`src/rtl/tiny_nn_feeder_pkg.sv`:
```
// Shared types and constants for the tiny_nn byte-to-word feeder.
package tiny_nn_feeder_pkg;

  // Session states of the feeder.
  typedef enum logic [1:0] {
    FEED_IDLE   = 2'd0,
    FEED_FILL   = 2'd1,
    FEED_STREAM = 2'd2
  } feed_state_e;

  // Word driven downstream whenever no real FIFO word is presented.
  localparam logic [15:0] IDLE_WORD_DEFAULT = 16'h0000;

  // The first byte of each pair is the low half of the word.
  localparam bit LOW_BYTE_FIRST = 1'b1;

  // Combine two bytes, in arrival order, into one 16-bit word.
  function automatic logic [15:0] assemble_word(input logic [7:0] first_byte,
                                                input logic [7:0] second_byte);
    return LOW_BYTE_FIRST ? {second_byte, first_byte} : {first_byte, second_byte};
  endfunction

endpackage

```
`src/rtl/tiny_nn_sync_fifo.sv`:
```
// Single-clock FIFO with explicit occupancy counter so full and empty
// are distinguishable while pointers wrap modulo DEPTH.
module tiny_nn_sync_fifo #(
  parameter int WIDTH = 16,
  parameter int DEPTH = 4
) (
  input  logic                         clk,
  input  logic                         srst,
  input  logic                         clear,
  input  logic                         push,
  input  logic [WIDTH-1:0]             push_data,
  input  logic                         pop,
  output logic [WIDTH-1:0]             pop_data,
  output logic                         full,
  output logic                         empty,
  output logic [$clog2(DEPTH+1)-1:0]   level
);

  localparam int AW = (DEPTH > 1) ? $clog2(DEPTH) : 1;
  localparam int LW = $clog2(DEPTH + 1);
  localparam logic [LW-1:0] DEPTH_L = LW'(DEPTH);

  logic [WIDTH-1:0] mem [DEPTH];
  logic [AW-1:0]    wr_ptr_reg;
  logic [AW-1:0]    rd_ptr_reg;
  logic [LW-1:0]    level_reg;
  logic             do_push;
  logic             do_pop;

  assign full     = (level_reg == DEPTH_L);
  assign empty    = (level_reg == '0);
  assign do_pop   = pop && !empty;
  // A push into a full FIFO is only legal when the head leaves the same cycle.
  assign do_push  = push && (!full || do_pop);
  assign pop_data = mem[rd_ptr_reg];
  assign level    = level_reg;

  // Storage write; contents need no reset because level gates every read.
  always_ff @(posedge clk) begin
    if (do_push && !clear) begin
      mem[wr_ptr_reg] <= push_data;
    end
  end

  // Pointer and occupancy bookkeeping; clear flushes like reset.
  always_ff @(posedge clk) begin
    if (srst || clear) begin
      wr_ptr_reg <= '0;
      rd_ptr_reg <= '0;
      level_reg  <= '0;
    end else begin
      if (do_push) begin
        wr_ptr_reg <= wr_ptr_reg + AW'(1);
      end
      if (do_pop) begin
        rd_ptr_reg <= rd_ptr_reg + AW'(1);
      end
      case ({do_push, do_pop})
        2'b10:   level_reg <= level_reg + LW'(1);
        2'b01:   level_reg <= level_reg - LW'(1);
        default: level_reg <= level_reg;
      endcase
    end
  end

endmodule

```
`src/rtl/tiny_nn_word_feeder.sv`:
```
// Byte-to-word feeder for tiny_nn_top: pairs bytes into words, buffers
// them, then streams one word per cycle once the buffer has filled.
module tiny_nn_word_feeder #(
  parameter int          FIFO_DEPTH = 4,
  parameter logic [15:0] IDLE_WORD  = tiny_nn_feeder_pkg::IDLE_WORD_DEFAULT
) (
  input  logic                              clk_i,
  input  logic                              rst_i,
  input  logic                              start_i,
  input  logic                              stop_i,
  input  logic [7:0]                        byte_i,
  input  logic                              byte_valid_i,
  output logic                              byte_ready_o,
  output logic [15:0]                       data_o,
  output logic                              word_strobe_o,
  output logic                              underrun_o,
  output logic [$clog2(FIFO_DEPTH+1)-1:0]   level_o
);

  import tiny_nn_feeder_pkg::*;

  feed_state_e state_reg;
  logic        pending_reg;
  logic [7:0]  low_reg;
  logic [15:0] data_reg;
  logic        strobe_reg;
  logic        underrun_reg;

  logic        fifo_full;
  logic        fifo_empty;
  logic [15:0] fifo_head;
  logic        session_stop;
  logic        byte_accept;
  logic        push;
  logic        pop;
  logic [15:0] push_word;

  // Readiness ignores a same-cycle pop, so a completed pair always has room.
  assign byte_ready_o = !pending_reg || !fifo_full;
  assign byte_accept  = byte_valid_i && byte_ready_o;
  // stop only has meaning inside a session; in IDLE it is a no-op.
  assign session_stop = stop_i && (state_reg != FEED_IDLE);
  assign push         = byte_accept && pending_reg && !session_stop;
  assign pop          = (state_reg == FEED_STREAM) && !fifo_empty && !session_stop;
  assign push_word    = assemble_word(low_reg, byte_i);

  tiny_nn_sync_fifo #(
    .WIDTH (16),
    .DEPTH (FIFO_DEPTH)
  ) u_fifo (
    .clk       (clk_i),
    .srst      (rst_i),
    .clear     (session_stop),
    .push      (push),
    .push_data (push_word),
    .pop       (pop),
    .pop_data  (fifo_head),
    .full      (fifo_full),
    .empty     (fifo_empty),
    .level     (level_o)
  );

  // Half-word holding register: first byte of a pair waits here.
  always_ff @(posedge clk_i) begin
    if (rst_i) begin
      pending_reg <= 1'b0;
      low_reg     <= 8'h00;
    end else if (session_stop) begin
      pending_reg <= 1'b0;
    end else if (byte_accept) begin
      if (!pending_reg) begin
        low_reg     <= byte_i;
        pending_reg <= 1'b1;
      end else begin
        pending_reg <= 1'b0;
      end
    end
  end

  // Session state machine with registered word/strobe/underrun outputs.
  always_ff @(posedge clk_i) begin
    if (rst_i) begin
      state_reg    <= FEED_IDLE;
      data_reg     <= IDLE_WORD;
      strobe_reg   <= 1'b0;
      underrun_reg <= 1'b0;
    end else begin
      data_reg   <= IDLE_WORD;
      strobe_reg <= 1'b0;
      case (state_reg)
        FEED_IDLE: begin
          if (start_i) begin
            state_reg    <= FEED_FILL;
            underrun_reg <= 1'b0;
          end
        end
        FEED_FILL: begin
          if (stop_i) begin
            state_reg <= FEED_IDLE;
          end else if (fifo_full) begin
            state_reg <= FEED_STREAM;
          end
        end
        FEED_STREAM: begin
          if (stop_i) begin
            state_reg <= FEED_IDLE;
          end else if (pop) begin
            data_reg   <= fifo_head;
            strobe_reg <= 1'b1;
          end else begin
            underrun_reg <= 1'b1;
          end
        end
        default: begin
          state_reg <= FEED_IDLE;
        end
      endcase
    end
  end

  assign data_o        = data_reg;
  assign word_strobe_o = strobe_reg;
  assign underrun_o    = underrun_reg;

endmodule

```
`config.mk`:
```
export PLATFORM = sky130hd
export DESIGN_NAME = tiny_nn_word_feeder
export DESIGN_NICKNAME = d
export VERILOG_FILES = /design/src/rtl/tiny_nn_feeder_pkg.sv /design/src/rtl/tiny_nn_sync_fifo.sv /design/src/rtl/tiny_nn_word_feeder.sv
export SDC_FILE = /design/constraint.sdc
export NUM_CORES = 1
export LEC_CHECK = 0
export CAP_MARGIN = 40
export CORE_MARGIN = 5
export CORE_UTILIZATION = 35
export CTS_BUF_LIST = sky130_fd_sc_hd__clkbuf_16
export CTS_CLUSTER_SIZE = 8
export DETAILED_ROUTE_END_ITERATION = 10
export PLACE_DENSITY = 0.62
export SYNTH_ARGS = -nofsm -noshare
export SYNTH_HDL_FRONTEND = slang
export SYNTH_HIERARCHICAL = 1
export SYNTH_SLANG_ARGS = --single-unit
```
`constraint.sdc`:
```
create_clock -name clk_i -period 3.9 [get_ports clk_i]
set_input_delay 0.585 -clock clk_i [delete_from_list [all_inputs] [get_ports clk_i]]
set_output_delay 0.585 -clock clk_i [all_outputs]
set_load 0.02 [all_outputs]
```
==> reports/results.tsv, run 1 <==
metric	value	unit
status	completed	
diodes	0	
ir_drop	0.208	mV
yosysTopAreaCellShare	50.0	%
crit_arrival	3240	ps
yosysSeqAreaShare	69.7	%
tns	0	ps
gp_congestion	0.693	
slew_viol_final	0	
first_pass_iters	4	
clock.fmax	0.336	GHz
syn_area	3850	um2
cts.htree.levels	3	
grt_pass1_vias	2059	
p_leak	1.56	nW
nets	293	
grt-ovfl-total	0	
p_per_area	452	nW/um2
worstSkewPairLatency	340	ps
port_buffers	34	
grt.total_usage	10.8	%
largest_reg_flops	64	
grt_antenna_before_repair	0	
die_h	115	um
finalClockSkew	7.19	ps
yosys_warnings	6	
numCtsBuffers	9	
placed_area	4380	um2
synth-seq-cells	102	
drcViolationCount	0	
p_total	2.11	mW
avgSynthCellArea	16.7	um2
ant_nets	0	
wl_per_cell	15.9	um
period_needed	2970	ps
dp_hpwl	4110	um
grt_start_max_net_pins	24	
min_path_type	flop to flop	
drive_gt1_share	17.9	%
crit_path_start_kind	flop	
endpoint_kind	flop	
synthesis.instances	230	
design.die.area	13200	um2
drtIter0Drc	86	
vias	1970	
ys_types	35	
ys_top_cells_by_area	edfxtp_1, dfxtp_1, mux4_2, mux2i_1, and2_1	
cts.repair.resized	0	
post-route-period-util	76.2	%
final_design_area_no_fill	4680	um2
rows	38	
cts_sinks	102	
grt_setup_unrepaired	no	
wirelength	6680	um
die-width	115	um
fillers	961	
via_per_inst	4.70	
whs	502	ps
root_buffer	clkbuf_16	
required	4170	ps
maxSlewHeadroom	42.1	%
post_cts.repair.setup_buffers	0	
cts_tree	built	
grt_pass1_wl	10600	um
clk_pin_slew	60	ps
synth_nets	249	
syn_to_final_growth	21.6	%
path_class	flop to flop	
worstPathMaxFanout	7	
cts_hold_buf	0	
hold_viol_final	0	
maxCapViolCount	0	
finalSetupViolCount	0	
placeableCoreArea	10800	um2
yosysTopAreaCell	edfxtp_1	
ctsLongestPathBuffers	2	
tightest_slew	868	ps
io_pins	35	
start_util	35.6	%
==> stage by stage <==
stage	utilization [%]	cells	setup slack, ps
after floorplan	-	230	907
after global routing	43.3	419	741
final	43.3	419	927
after CTS	43.3	419	912
after global placement	40.6	403	659
after detailed placement	40.6	403	586
==> cell usage after synthesis (all sizes together) <==
| cell type | number |
|---|---|
| o41ai | 1 |
| inv | 6 |
| nand2b | 17 |
| o21a | 1 |
| or2 | 1 |
| or4b | 1 |
| xor2 | 2 |
| mux4 | 16 |
| ha | 5 |
| clkbuf | 2 |
| o21ai | 5 |
| nand3b | 2 |
| a211oi | 2 |
| and2b | 1 |
| fa | 1 |
| dfxtp | 38 |
| nor3b | 5 |
| nor4bb | 1 |
| nor4 | 1 |
| nand2 | 7 |
| or3 | 2 |
| nor3 | 5 |
| nor2 | 8 |
| and2 | 16 |
| a21oi | 3 |
| edfxtp | 64 |
| mux2i | 11 |
| buf | 6 |
==> cells in the final DEF, fill, tap and decap left out, types with 2 or more instances in the layout <==
cell type,n
or3_1,2
nand2b_1,16
mux4_2,16
dfxtp_1,38
nor2_1,8
edfxtp_1,64
a21oi_1,3
nor3_1,4
o21ai_0,5
nand2_1,7
nand3b_1,2
xor2_1,2
nor3b_2,5
inv_1,7
buf_4,7
a211oi_1,2
clkdlybuf4s50_1,34
mux2i_1,11
and2_1,16
clkbuf_16,9
ha_1,5
clkinv_4,2
==> critical path, stage by stage, from the launching register on <==
cell and delay [ps]:
dfxtp_1 380, nor3_2 460, nor3_1 200, o41ai_4 520, ha_1 280, inv_1 70
fa_1 380, xor2_1 160, or3_1 310, a21oi_1 140
==> path summary, 6_finish.rpt <==
check,startpoint,end,slack [ps],cells past startpoint
max,u_fifo/level[1],u_fifo/level[2],930,9
min,u_fifo/rd_ptr_reg[1],u_fifo/rd_ptr_reg[1],500,2
max reg2reg,u_fifo/level[1],u_fifo/level[2],930,9
min reg2reg,u_fifo/rd_ptr_reg[1],u_fifo/rd_ptr_reg[1],500,2
==> where the power goes <==
group	leakage, nW	switching, mW	internal (mW)
Combinational	0.509	0.0389	0.0378
Sequential	0.901	0.0132	1.16
Clock	0.148	0.366	0.493
Total	1.56	0.418	1.69
==> metal layers <==
layer / track usage, % / wire [um]
met5: 0 / 0
met4: 5.16 / 124
met3: 3.11 / 267
met2: 17.6 / 3230
met1: 13.4 / 3060
==> final cells by class <==
cell class              instances  area (um2)  share of cell area [%]
clock buffers                   9         225                    4.82
clock inverters                 7        67.6                    1.44
inverters                       6        22.5                   0.482
multi-input cells             114        1110                    23.8
flip-flops and latches        102        2680                    57.4
well taps                     140         175                    3.75
repair buffers                 41         393                    8.40
==> kinds of logic (layout without fill, tap and decap cells) <==
logic type	count (synthesis)	in the layout	synth area share, %
AO/OA/AOI/OAI	12	12	2.37
XOR/XNOR	2	2	0.455
adder cells (fa/ha/maj)	6	6	2.15
buffers and inverters	14	63	1.92
flip-flops	102	102	69.7
multiplexers	27	27	12.2
AND/OR/NAND/NOR	67	67	11.2
(Power assumes the default switching activity.)
==> inputs of run 2 (changes only) <==
- clock period: 3.9 -> 2.8 ns (I/O delays scaled with it)
==> run 2 against run 1 <==
  * Setup slack worse by 660 ps
  * Clock skew about the same
  * Non-clock buffer count rose by 7
  * Global-route usage hardly changed
  * Routed wire length down 0.87%
  * Via count up 2.1%
  * Register-to-register slack worse by 660 ps
  * Total power grew 40%
  * Worst hold slack better by 2.0 ps
  * Clock-buffer cell count stayed put
  * Critical endpoint unchanged
==> reports/results.tsv, run 2 (synthesized netlist as in run 1, its figures left out) <==
metric	value	unit
wirelength	6620	um
finalClockSkew	6.92	ps
syn_to_final_growth	23.1	%
via_per_inst	4.72	
gp_congestion	0.738	
numCtsBuffers	9	
start_util	35.6	%
drtIter0Drc	115	
clk_pin_slew	70	ps
nets	300	
rows	38	
maxCapViolCount	0	
die_h	115	um
layoutNonFillerInstCount	426	
period_needed	2530	ps
io_pins	35	
path_class	flop to flop	
maxSlewHeadroom	42.0	%
worst-path-buf-inv	1	
wl_per_cell	15.5	um
grt-ovfl-total	0	
first_pass_iters	4	
slew_viol_final	0	
placedCellCount	410	
worstPathMaxFanout	6	
grt_pass1_wl	10900	um
tightest_slew	868	ps
crit_path_start_kind	flop	
endpoint_kind	flop	
root_buffer	clkbuf_16	
placeableCoreArea	10800	um2
cts.htree.levels	3	
cts.repair.resized	0	
clock.fmax	0.395	GHz
dp_hpwl	4210	um
grt_pass1_vias	2065	
hold_viol_final	0	
drive_gt1_share	20.6	%
largest_reg_flops	64	
p_leak	1.59	nW
vias	2012	
diodes	0	
grt.total_usage	10.8	%
final_cell_mix	edfxtp_1, dfxtp_1, clkdlybuf4s50_1	
post_cts.repair.setup_buffers	0	
ir_drop	0.311	mV
drcViolationCount	0	
finalSetupViolCount	0	
cts_hold_buf	0	
final_common_cell	edfxtp_1	
p_per_area	623	nW/um2
crit_arrival	2790	ps
crit_chain	nor3_2 > nor3_1 > and2b_2 > ha_1 > inv_1 > fa_1 > xor2_1 > or3_1 > a21oi_1	
ctsLongestPathBuffers	2	
grt_start_max_net_pins	20	
cts_sinks	102	
worstSkewPairLatency	340	ps
min_path_type	flop to flop	
post-route-period-util	90.3	%
required	3070	ps
ant_nets	0	
cts_tree	built	
status	completed	
port_buffers	34	
grt_antenna_before_repair	0	
die-width	115	um
crit_family	simple AND/OR/NAND/NOR gates	
design.die.area	13200	um2
slowest_stage	dfxtp_1	
grt_setup_unrepaired	no	
tns	0	ps
critPathMaxStageDelay	500	ps
[run 2: changes by cell type in the layout (fill, tap and decap cells not counted), sizes merged]
cell      previous run  this run
buf                  7        14
bufinv               1         0
clkinvlp             1         0
clkinv               3         2
inv                  8        11
[run 2: power by group]
group / total [mW] / internal (mW) / switching, mW
sequential: 1.64 / 1.62 / 0.0180
clock: 1.20 / 0.625 / 0.574
combinational: 0.114 / 0.0575 / 0.0565
total: 2.95 / 2.30 / 0.648
[run 2: metrics by stage]
stage | worst slack (ps) | hold slack [ps] | area (um2) | power, mW | utilization (%)
finish | 272 | 504 | 4740 | 2.95 | 43.9
global route | 133 | 533 | 4740 | 3.06 | 43.9
CTS | 279 | 504 | 4740 | 2.97 | 43.9
detailed placement | 18.8 | 492 | 4450 | 1.79 | 41.2
global placement | 138 | 473 | 4450 | 1.78 | 41.2
floorplan | -193 | 453 | 3850 | 1.73 | -
[run 2: worst register-to-register path, cell delays in order, from the launching register on]
cell	delay, ps
dfxtp_1	500
nor3_2	90
nor3_1	380
and2b_2	250
ha_1	190
inv_1	60
fa_1	370
xor2_1	160
or3_1	300
a21oi_1	150
[run 2: path summary, 6_finish.rpt]
path                                            from                    to  slack [ps]  depth (start not counted)
worst min-delay path            u_fifo/rd_ptr_reg[1]  u_fifo/rd_ptr_reg[1]         500                          2
worst max register to register       u_fifo/level[0]       u_fifo/level[2]         270                          9
worst min register to register  u_fifo/rd_ptr_reg[1]  u_fifo/rd_ptr_reg[1]         500                          2
worst max-delay path                 u_fifo/level[0]       u_fifo/level[2]         270                          9
[run 2: layer usage]
metal / part of all wire [%] / GRT usage [%]
met3: 4.5 / 2.32
met1: 46 / 14.6
met4: 1.3 / 4.69
met2: 48 / 17.0
met5: 0 / 0
[run 2: final cells by class]
| type | instances | area, um2 |
|---|---|---|
| Clock buffer | 9 | 225 |
| Clock inverter | 7 | 62.6 |
| Fill cell | 936 | 6060 |
| Inverter | 6 | 22.5 |
| Multi-Input combinational cell | 114 | 1110 |
| Sequential cell | 102 | 2680 |
| Tap cell | 140 | 175 |
| Timing Repair Buffer | 48 | 458 |
==> inputs of run 3 (changes only) <==
- SKIP_CTS_REPAIR_TIMING: unset -> 1
- SKIP_LAST_GASP: unset -> 1
==> results of run 3 <==
Final layout, timing and power as in run 2 (identical DEF).
